**config.mk**
```make
export PLATFORM = sky130hd
export DESIGN_NAME = pkt_buffer
export DESIGN_NICKNAME = d
export VERILOG_FILES = /design/src/rtl/pkt_buffer_pkg.sv /design/src/rtl/len_fifo.sv /design/src/rtl/pkt_buffer.sv
export SDC_FILE = /design/constraint.sdc
export NUM_CORES = 2
export LEC_CHECK = 0
export BUFFER_PORTS_ARGS = -buffer_cell sky130_fd_sc_hd__buf_2
export CAP_MARGIN = 20
export CORE_ASPECT_RATIO = 1.2
export CORE_MARGIN = 2
export CORE_UTILIZATION = 25
export CTS_CLUSTER_DIAMETER = 80
export DETAILED_ROUTE_END_ITERATION = 16
export MAX_ROUTING_LAYER = met4
export PLACE_DENSITY = 0.36
export SLEW_MARGIN = 20
export SYNTH_ARGS = -nofsm -noshare
export SYNTH_HDL_FRONTEND = slang
export SYNTH_SLANG_ARGS = --single-unit
```
**constraint.sdc**
```tcl
create_clock -name clk_hifreq -period 8.6 [get_ports clk_hifreq]
set_input_delay 2.58 -clock clk_hifreq [delete_from_list [all_inputs] [get_ports clk_hifreq]]
set_output_delay 2.58 -clock clk_hifreq [all_outputs]
set_load 0.05 [all_outputs]
```
**src/rtl/pkt_buffer_pkg.sv**
```systemverilog
// Shared types and width helpers for the packet store-and-forward buffer.
// Default geometry lives here so the top and the bench agree on it.
package pkt_buffer_pkg;

    localparam int DATA_W_DEF  = 32;
    localparam int DEPTH_DEF   = 64;
    localparam int MAX_PKT_DEF = 16;
    localparam int PKT_Q_DEF   = 4;

    typedef enum logic [1:0] {W_IDLE, W_PKT, W_DROP} wr_state_t;
    typedef enum logic       {R_IDLE, R_SEND}        rd_state_t;

    // Pointers carry one extra wrap bit so full and empty are distinguishable.
    function automatic int ptr_width(input int depth);
        return $clog2(depth) + 1;
    endfunction

    function automatic int len_width(input int max_pkt);
        return $clog2(max_pkt + 1);
    endfunction

endpackage

```
**src/rtl/len_fifo.sv**
```systemverilog
// Committed-length queue: synchronous FIFO, head word visible combinationally.
// Zero-latency head; a push while full or a pop while empty is ignored.
module len_fifo #(
    parameter int DEPTH = 4,
    parameter int W     = 5
) (
    input  logic                     clk_hifreq,
    input  logic                     rst,
    input  logic                     push,
    input  logic [W-1:0]             push_dat,
    input  logic                     pop,
    output logic [W-1:0]             pop_dat,
    output logic                     full,
    output logic                     empty,
    output logic [$clog2(DEPTH):0]   count
);
    localparam int IW = $clog2(DEPTH);
    localparam logic [IW:0] FULL_CNT = (IW+1)'(DEPTH);

    logic [W-1:0]  mem [DEPTH];
    logic [IW-1:0] wr_idx_q, wr_idx_d;
    logic [IW-1:0] rd_idx_q, rd_idx_d;
    logic [IW:0]   cnt_q, cnt_d;
    logic          do_push, do_pop;

    assign full    = (cnt_q == FULL_CNT);
    assign empty   = (cnt_q == '0);
    assign count   = cnt_q;
    assign pop_dat = mem[rd_idx_q];
    assign do_push = push && !full;
    assign do_pop  = pop && !empty;

    always_comb begin
        wr_idx_d = wr_idx_q;
        rd_idx_d = rd_idx_q;
        cnt_d    = cnt_q;
        if (do_push) wr_idx_d = wr_idx_q + IW'(1);
        if (do_pop)  rd_idx_d = rd_idx_q + IW'(1);
        case ({do_push, do_pop})
            2'b10:   cnt_d = cnt_q + (IW+1)'(1);
            2'b01:   cnt_d = cnt_q - (IW+1)'(1);
            default: cnt_d = cnt_q;
        endcase
    end

    always_ff @(posedge clk_hifreq) begin
        if (!rst) begin
            wr_idx_q <= '0;
            rd_idx_q <= '0;
            cnt_q    <= '0;
        end else begin
            wr_idx_q <= wr_idx_d;
            rd_idx_q <= rd_idx_d;
            cnt_q    <= cnt_d;
        end
    end

    always_ff @(posedge clk_hifreq) begin
        if (do_push) mem[wr_idx_q] <= push_dat;
    end

endmodule

```
**src/rtl/pkt_buffer.sv**
```systemverilog
// Packet store-and-forward buffer: stores framed words, replays committed packets.
// Commit-to-first-valid is 2 cycles; output stalls on out_ready, input throttled via rdy.
module pkt_buffer
    import pkt_buffer_pkg::*;
#(
    parameter int DATA_W  = DATA_W_DEF,
    parameter int DEPTH   = DEPTH_DEF,
    parameter int MAX_PKT = MAX_PKT_DEF,
    parameter int PKT_Q   = PKT_Q_DEF
) (
    input  logic              clk_hifreq,
    input  logic              rst,
    input  logic              sop,
    input  logic              eop,
    input  logic              wren,
    input  logic [DATA_W-1:0] datain,
    output logic              rdy,
    output logic              out_valid,
    input  logic              out_ready,
    output logic [DATA_W-1:0] out_data,
    output logic              out_sop,
    output logic              out_eop,
    output logic              drop_pulse,
    output logic [15:0]       drop_cnt
);
    localparam int PTR_W = ptr_width(DEPTH);
    localparam int AW    = PTR_W - 1;
    localparam int LEN_W = len_width(MAX_PKT);
    localparam int CNT_W = $clog2(PKT_Q) + 1;

    logic [DATA_W-1:0] mem [DEPTH];

    wr_state_t         wr_state_q, wr_state_d;
    logic [PTR_W-1:0]  wr_ptr_q, wr_ptr_d;
    logic [PTR_W-1:0]  pkt_start_q, pkt_start_d;
    logic [PTR_W-1:0]  commit_ptr_q, commit_ptr_d;
    logic [LEN_W-1:0]  len_q, len_d;

    rd_state_t         rd_state_q, rd_state_d;
    logic [PTR_W-1:0]  rd_ptr_q, rd_ptr_d;
    logic [LEN_W-1:0]  rd_len_q, rd_len_d;
    logic              out_valid_q, out_valid_d;
    logic [DATA_W-1:0] out_data_q, out_data_d;
    logic              out_sop_q, out_sop_d;
    logic              out_eop_q, out_eop_d;
    logic              rdy_q, rdy_d;
    logic              drop_pulse_q, drop_d;
    logic [15:0]       drop_cnt_q, drop_cnt_d;

    logic              mem_we;
    logic [PTR_W-1:0]  mem_wptr;
    logic [PTR_W-1:0]  wr_base, rd_next, occ, free_words;
    logic              mem_full;
    logic              q_push, q_pop, q_full, q_empty;
    logic [LEN_W-1:0]  q_head;
    logic [CNT_W-1:0]  q_cnt;

    len_fifo #(.DEPTH(PKT_Q), .W(LEN_W)) u_len_q (
        .clk_hifreq (clk_hifreq),
        .rst        (rst),
        .push       (q_push),
        .push_dat   (len_d),
        .pop        (q_pop),
        .pop_dat    (q_head),
        .full       (q_full),
        .empty      (q_empty),
        .count      (q_cnt)
    );

    assign occ        = wr_ptr_q - rd_ptr_q;
    assign free_words = PTR_W'(DEPTH) - occ;
    assign mem_full   = (occ == PTR_W'(DEPTH));
    assign wr_base    = (wr_state_q == W_PKT) ? pkt_start_q : wr_ptr_q;
    assign rd_next    = rd_ptr_q + PTR_W'(1);
    assign rdy_d      = (free_words >= PTR_W'(MAX_PKT)) && (q_cnt < CNT_W'(PKT_Q));
    assign drop_cnt_d = (drop_d && drop_cnt_q != 16'hFFFF) ? drop_cnt_q + 16'd1 : drop_cnt_q;

    always_comb begin
        wr_state_d   = wr_state_q;
        wr_ptr_d     = wr_ptr_q;
        pkt_start_d  = pkt_start_q;
        commit_ptr_d = commit_ptr_q;
        len_d        = len_q;
        mem_we       = 1'b0;
        mem_wptr     = wr_ptr_q;
        drop_d       = 1'b0;
        q_push       = 1'b0;
        if (wren) begin
            if (sop && (wr_state_q == W_PKT || !mem_full)) begin
                // A sop inside a packet abandons it and restarts at the same base.
                drop_d      = (wr_state_q == W_PKT);
                mem_we      = 1'b1;
                mem_wptr    = wr_base;
                pkt_start_d = wr_base;
                len_d       = LEN_W'(1);
                wr_ptr_d    = wr_base + PTR_W'(1);
                wr_state_d  = W_PKT;
                if (eop) begin
                    wr_state_d = W_IDLE;
                    if (q_full) begin
                        drop_d   = 1'b1;
                        wr_ptr_d = wr_base;
                    end else begin
                        q_push       = 1'b1;
                        commit_ptr_d = wr_base + PTR_W'(1);
                    end
                end
            end else if (sop) begin
                drop_d     = 1'b1;
                wr_state_d = eop ? W_IDLE : W_DROP;
            end else if (wr_state_q == W_PKT) begin
                if (len_q == LEN_W'(MAX_PKT) || mem_full) begin
                    drop_d     = 1'b1;
                    wr_ptr_d   = pkt_start_q;
                    wr_state_d = eop ? W_IDLE : W_DROP;
                end else begin
                    mem_we   = 1'b1;
                    len_d    = len_q + LEN_W'(1);
                    wr_ptr_d = wr_ptr_q + PTR_W'(1);
                    if (eop) begin
                        wr_state_d = W_IDLE;
                        if (q_full) begin
                            drop_d   = 1'b1;
                            wr_ptr_d = pkt_start_q;
                        end else begin
                            q_push       = 1'b1;
                            commit_ptr_d = wr_ptr_q + PTR_W'(1);
                        end
                    end
                end
            end else if (wr_state_q == W_DROP && eop) begin
                wr_state_d = W_IDLE;
            end
        end
    end

    always_comb begin
        rd_state_d  = rd_state_q;
        rd_ptr_d    = rd_ptr_q;
        rd_len_d    = rd_len_q;
        out_valid_d = out_valid_q;
        out_data_d  = out_data_q;
        out_sop_d   = out_sop_q;
        out_eop_d   = out_eop_q;
        q_pop       = 1'b0;
        case (rd_state_q)
            R_IDLE: begin
                if (!q_empty && rd_ptr_q != commit_ptr_q) begin
                    q_pop       = 1'b1;
                    rd_len_d    = q_head;
                    out_valid_d = 1'b1;
                    out_sop_d   = 1'b1;
                    out_eop_d   = (q_head == LEN_W'(1));
                    out_data_d  = mem[rd_ptr_q[AW-1:0]];
                    rd_state_d  = R_SEND;
                end
            end
            R_SEND: begin
                if (out_valid_q && out_ready) begin
                    rd_ptr_d = rd_next;
                    rd_len_d = rd_len_q - LEN_W'(1);
                    if (rd_len_q == LEN_W'(1)) begin
                        // Chain straight into the next committed packet without a bubble.
                        if (!q_empty && rd_next != commit_ptr_q) begin
                            q_pop      = 1'b1;
                            rd_len_d   = q_head;
                            out_sop_d  = 1'b1;
                            out_eop_d  = (q_head == LEN_W'(1));
                            out_data_d = mem[rd_next[AW-1:0]];
                        end else begin
                            out_valid_d = 1'b0;
                            out_sop_d   = 1'b0;
                            out_eop_d   = 1'b0;
                            rd_state_d  = R_IDLE;
                        end
                    end else begin
                        out_sop_d  = 1'b0;
                        out_eop_d  = (rd_len_q == LEN_W'(2));
                        out_data_d = mem[rd_next[AW-1:0]];
                    end
                end
            end
            default: rd_state_d = R_IDLE;
        endcase
    end

    always_ff @(posedge clk_hifreq) begin
        if (!rst) begin
            wr_state_q   <= W_IDLE;
            wr_ptr_q     <= '0;
            pkt_start_q  <= '0;
            commit_ptr_q <= '0;
            len_q        <= '0;
            rd_state_q   <= R_IDLE;
            rd_ptr_q     <= '0;
            rd_len_q     <= '0;
            out_valid_q  <= 1'b0;
            out_data_q   <= '0;
            out_sop_q    <= 1'b0;
            out_eop_q    <= 1'b0;
            rdy_q        <= 1'b0;
            drop_pulse_q <= 1'b0;
            drop_cnt_q   <= '0;
        end else begin
            wr_state_q   <= wr_state_d;
            wr_ptr_q     <= wr_ptr_d;
            pkt_start_q  <= pkt_start_d;
            commit_ptr_q <= commit_ptr_d;
            len_q        <= len_d;
            rd_state_q   <= rd_state_d;
            rd_ptr_q     <= rd_ptr_d;
            rd_len_q     <= rd_len_d;
            out_valid_q  <= out_valid_d;
            out_data_q   <= out_data_d;
            out_sop_q    <= out_sop_d;
            out_eop_q    <= out_eop_d;
            rdy_q        <= rdy_d;
            drop_pulse_q <= drop_d;
            drop_cnt_q   <= drop_cnt_d;
        end
    end

    always_ff @(posedge clk_hifreq) begin
        if (mem_we) mem[mem_wptr[AW-1:0]] <= datain;
    end

    assign rdy        = rdy_q;
    assign out_valid  = out_valid_q;
    assign out_data   = out_data_q;
    assign out_sop    = out_sop_q;
    assign out_eop    = out_eop_q;
    assign drop_pulse = drop_pulse_q;
    assign drop_cnt   = drop_cnt_q;

endmodule

```
==> flow_summary_export.csv <==
group,metric,value,unit
finish,regArea,64300,um2
synth,synthTopCellsByArea,"edfxtp_1 61%, mux4_2 25%, mux2i_1 2.5%",
route,vias_per_cell,5.213,
synth,synth_area,101700,um2
worst_setup_path,max_stage_delay,690,ps
timing,rsz0062_at_grt,"no",
finish,finalInstanceArea,117900,um2
global_route,grt_pass1_vias,58730,
worst_setup_path,cp-startpoint,"sop",
timing,setup_viol,0,
worst_setup_path,worstPathMaxFanout,27,
worst_setup_path,arrival,6180,ps
place,portBuffers,90,
synth,syn_area_per_cell,19.89,um2
timing,min_period,5664,ps
route,dr.first_iter.drc_count,6532,
floorplan,die_w,586.3,um
synth,ys_seq_area_share,63.19,%
floorplan,die_area,412100,um2
worst_setup_path,regToRegSetupSlack,2940,ps
worst_setup_path,criticalPathCategory,"in -> reg",
synth,synth_seq_cells,2177,
synth,synth_cell_type_count,90,
finish,drive_above_1_share,36.11,%
pwr,leakage,34.91,nW
clock_network,clk_path_buf_depth,4,
hold_path,holdCritPathClass,"reg -> reg",
global_route,antenna_found_initial,38,
route,wl_per_cell,38.62,um
finish,area_growth,15.93,%
place,gp_congestion,0.8235,
synth,ys.warnings.count,0,
timing,maxSlewViolCount,0,
finish,final_cells,10950,
job,maxCapViolations,0,
synth,yosys_most_used_dff,"edfxtp_1",
timing,slew_headroom,21.42,%
route,drt-met1-wl,173100,um
timing,finalHoldViolCount,0,
floorplan,dieHeight,702.8,um
floorplan,io-pin-count,91,
global_route,grt_pass1_wl,563400,um
place,hpwl,271300,um
timing,fin_worst_skew,51.24,ps
worst_setup_path,timing.rr.start,"rd_ptr_q[0]",
synth,yosysMostFrequentCell,"edfxtp_1",
finish,multi_input_area,35830,um2
clock_network,cts.sinks,2177,
hold_path,min_from,"out_sop",
synth,synth_top_area_share,61.04,%
floorplan,rows,256,
clock_network,insertion_delay,940,ps
route,wl_met2,211300,um
route,first_pass_iters,5,
place,post-place-ws,2133,ps
clock_network,cts-root-buf,"clkbuf_16",
clock_network,cts_resized,0,
timing,fin_ws,2936,ps
route,vias,57070,
worst_setup_path,crit_slowest_cell,"buf_4",
synth,synth-edff-count,2068,
clock_network,tritoncts,"done",
global_route,grt_max_degree,89,
timing,finalCritPeriodShare,65.86,%
route,drc,0,
pwr,p_per_area,203.9,nW/um2
finish,nFillCells,39550,
timing,fmax,176.6,MHz
clock_network,cts_hold_buffers,0,
floorplan,core_area,405200,um2
finish,nets,5375,
worst_setup_path,crit_chain,"buf_2 > and2_1 > nand2_1 > mux2i_1 > nand2_1 > nor3_2 > buf_4",
synth,async_flop_share,0,%
clock_network,cts_buffers,263,
route,dr_wl_met3,22040,um
route,detail-route-antenna-nets,0,
synth,synthCells,5116,
timing,timing.setup.tns,0,ps
synth,synth_area_leader_cell,"edfxtp_1",
route,dr.max_layer_used,"met4",
worst_setup_path,crit_top_cell,"nand2_1",
synth,synth_nets,5176,
pwr,ir_drop,0.0001636,V
floorplan,start_util,25.11,%
status,status,"finished clean",
clock_network,clk_pin_slew,60,ps
place,placed_area,109600,um2
worst_setup_path,crit_required,9120,ps
worst_setup_path,cp-end-kind,"register",
route,drt_wl_total,422800,um
timing,worst_slew_pin_slew,1146,ps
global_route,grt_overflow,0,
clock_network,htreeDepth,5,
worst_setup_path,start_kind,"input port",
clock_network,cts_setup_buffers,0,
synth,synth_common_cells,"2,068 x edfxtp_1, 1,148 x mux4_2, 253 x mux2i_1, 186 x nand2_1, 147 x clkbuf_1",
global_route,grt_usage,20.94,%
place,placedCellCount,10470,
report_power, final:
part | internal [mW] | switching (mW)
Combinational | 0.344 | 0.906
Sequential | 11.7 | 0.134
Clock | 6.28 | 4.70
path summary, 6_finish.rpt:
kind	cells past startpoint	to
worst max register to register	12	mem[31][16]
worst max-delay path	7	mem[31][16]
worst min-delay path	2	out_sop
worst min register to register	2	out_sop
cell type report:
type | instances | share of cell area [%]
tap | 5418 | 5.748
antenna | 12 | 0.02546
clock inverter | 132 | 0.9368
clock buffer | 337 | 6.056
timing repair buffer | 334 | 2.206
inverter | 36 | 0.1273
multi-input combinational | 2503 | 30.38
sequential | 2177 | 54.52
worst max-delay path: cells and delay by family:
family	cells	cell delay [ps]
AND/OR/NAND/NOR	4	1920
buffers and inverters	2	930
multiplexers	1	680
per-layer routing:
layer	up-vias	global-route usage [%]
met3	454	2.887
li1	22600	-
met2	2014	34.79
met5	-	-
met1	32010	26.20
met4	0	7.117
cells by family (layout without fill, tap and decap cells):
group | Yosys count | count (layout) | share of synthesized area [%]
compound gates | 459 | 459 | 3.126
xor+xnor | 43 | 43 | 0.4132
fa+ha+maj | 22 | 22 | 0.2853
buf+inv | 436 | 839 | 2.206
flops | 2177 | 2177 | 63.19
mux | 1413 | 1413 | 28.05
other cells | 0 | 12 | 0
simple gates | 566 | 566 | 2.735
cell usage in the layout (no fill, tap or decap), types with 22 or more instances in the layout:
| master | instances |
|---|---|
| buf_12 | 22 |
| o21ai_0 | 55 |
| a31oi_1 | 36 |
| clkbuf_16 | 273 |
| nand3_1 | 57 |
| clkbuf_1 | 57 |
| a221oi_1 | 27 |
| nor2_1 | 81 |
| nor3_2 | 45 |
| mux2i_1 | 253 |
| a21oi_1 | 91 |
| nand2_1 | 184 |
| dfxtp_1 | 101 |
| buf_2 | 82 |
| mux4_2 | 1148 |
| inv_1 | 29 |
| a211oi_1 | 29 |
| nor3_1 | 41 |
| o22ai_1 | 39 |
| clkinv_2 | 37 |
| a22oi_1 | 25 |
| xnor2_1 | 27 |
| edfxtp_1 | 2068 |
| clkinv_1 | 53 |
| buf_4 | 227 |
state kept, by name, indices dropped and copies added (netlist names), named ones only:
name	cells
commit_ptr_q	7
drop_cnt	16
drop_pulse	1
len_q	5
mem	2048
out_data	32
out_eop	1
out_sop	1
out_valid	1
pkt_start_q	7
rd_len_q	5
rd_ptr_q	7
rd_state_q	1
rdy	1
u_len_q.count	3
u_len_q.mem	20
u_len_q.rd_idx_q	2
u_len_q.wr_idx_q	2
wr_ptr_q	7
wr_state_q	2
per-stage QoR:
stage,hold slack (ps),util [%],power (mW)
2_1_floorplan,456.1,-,12.60
3_3_place_gp,462.1,27.05,13.32
3_5_place_dp,485.9,27.06,13.31
4_1_cts,494.0,29.09,24.37
5_1_grt,506.4,29.10,24.78
6_report,483.7,29.11,24.04
(Power assumes the default switching activity.)
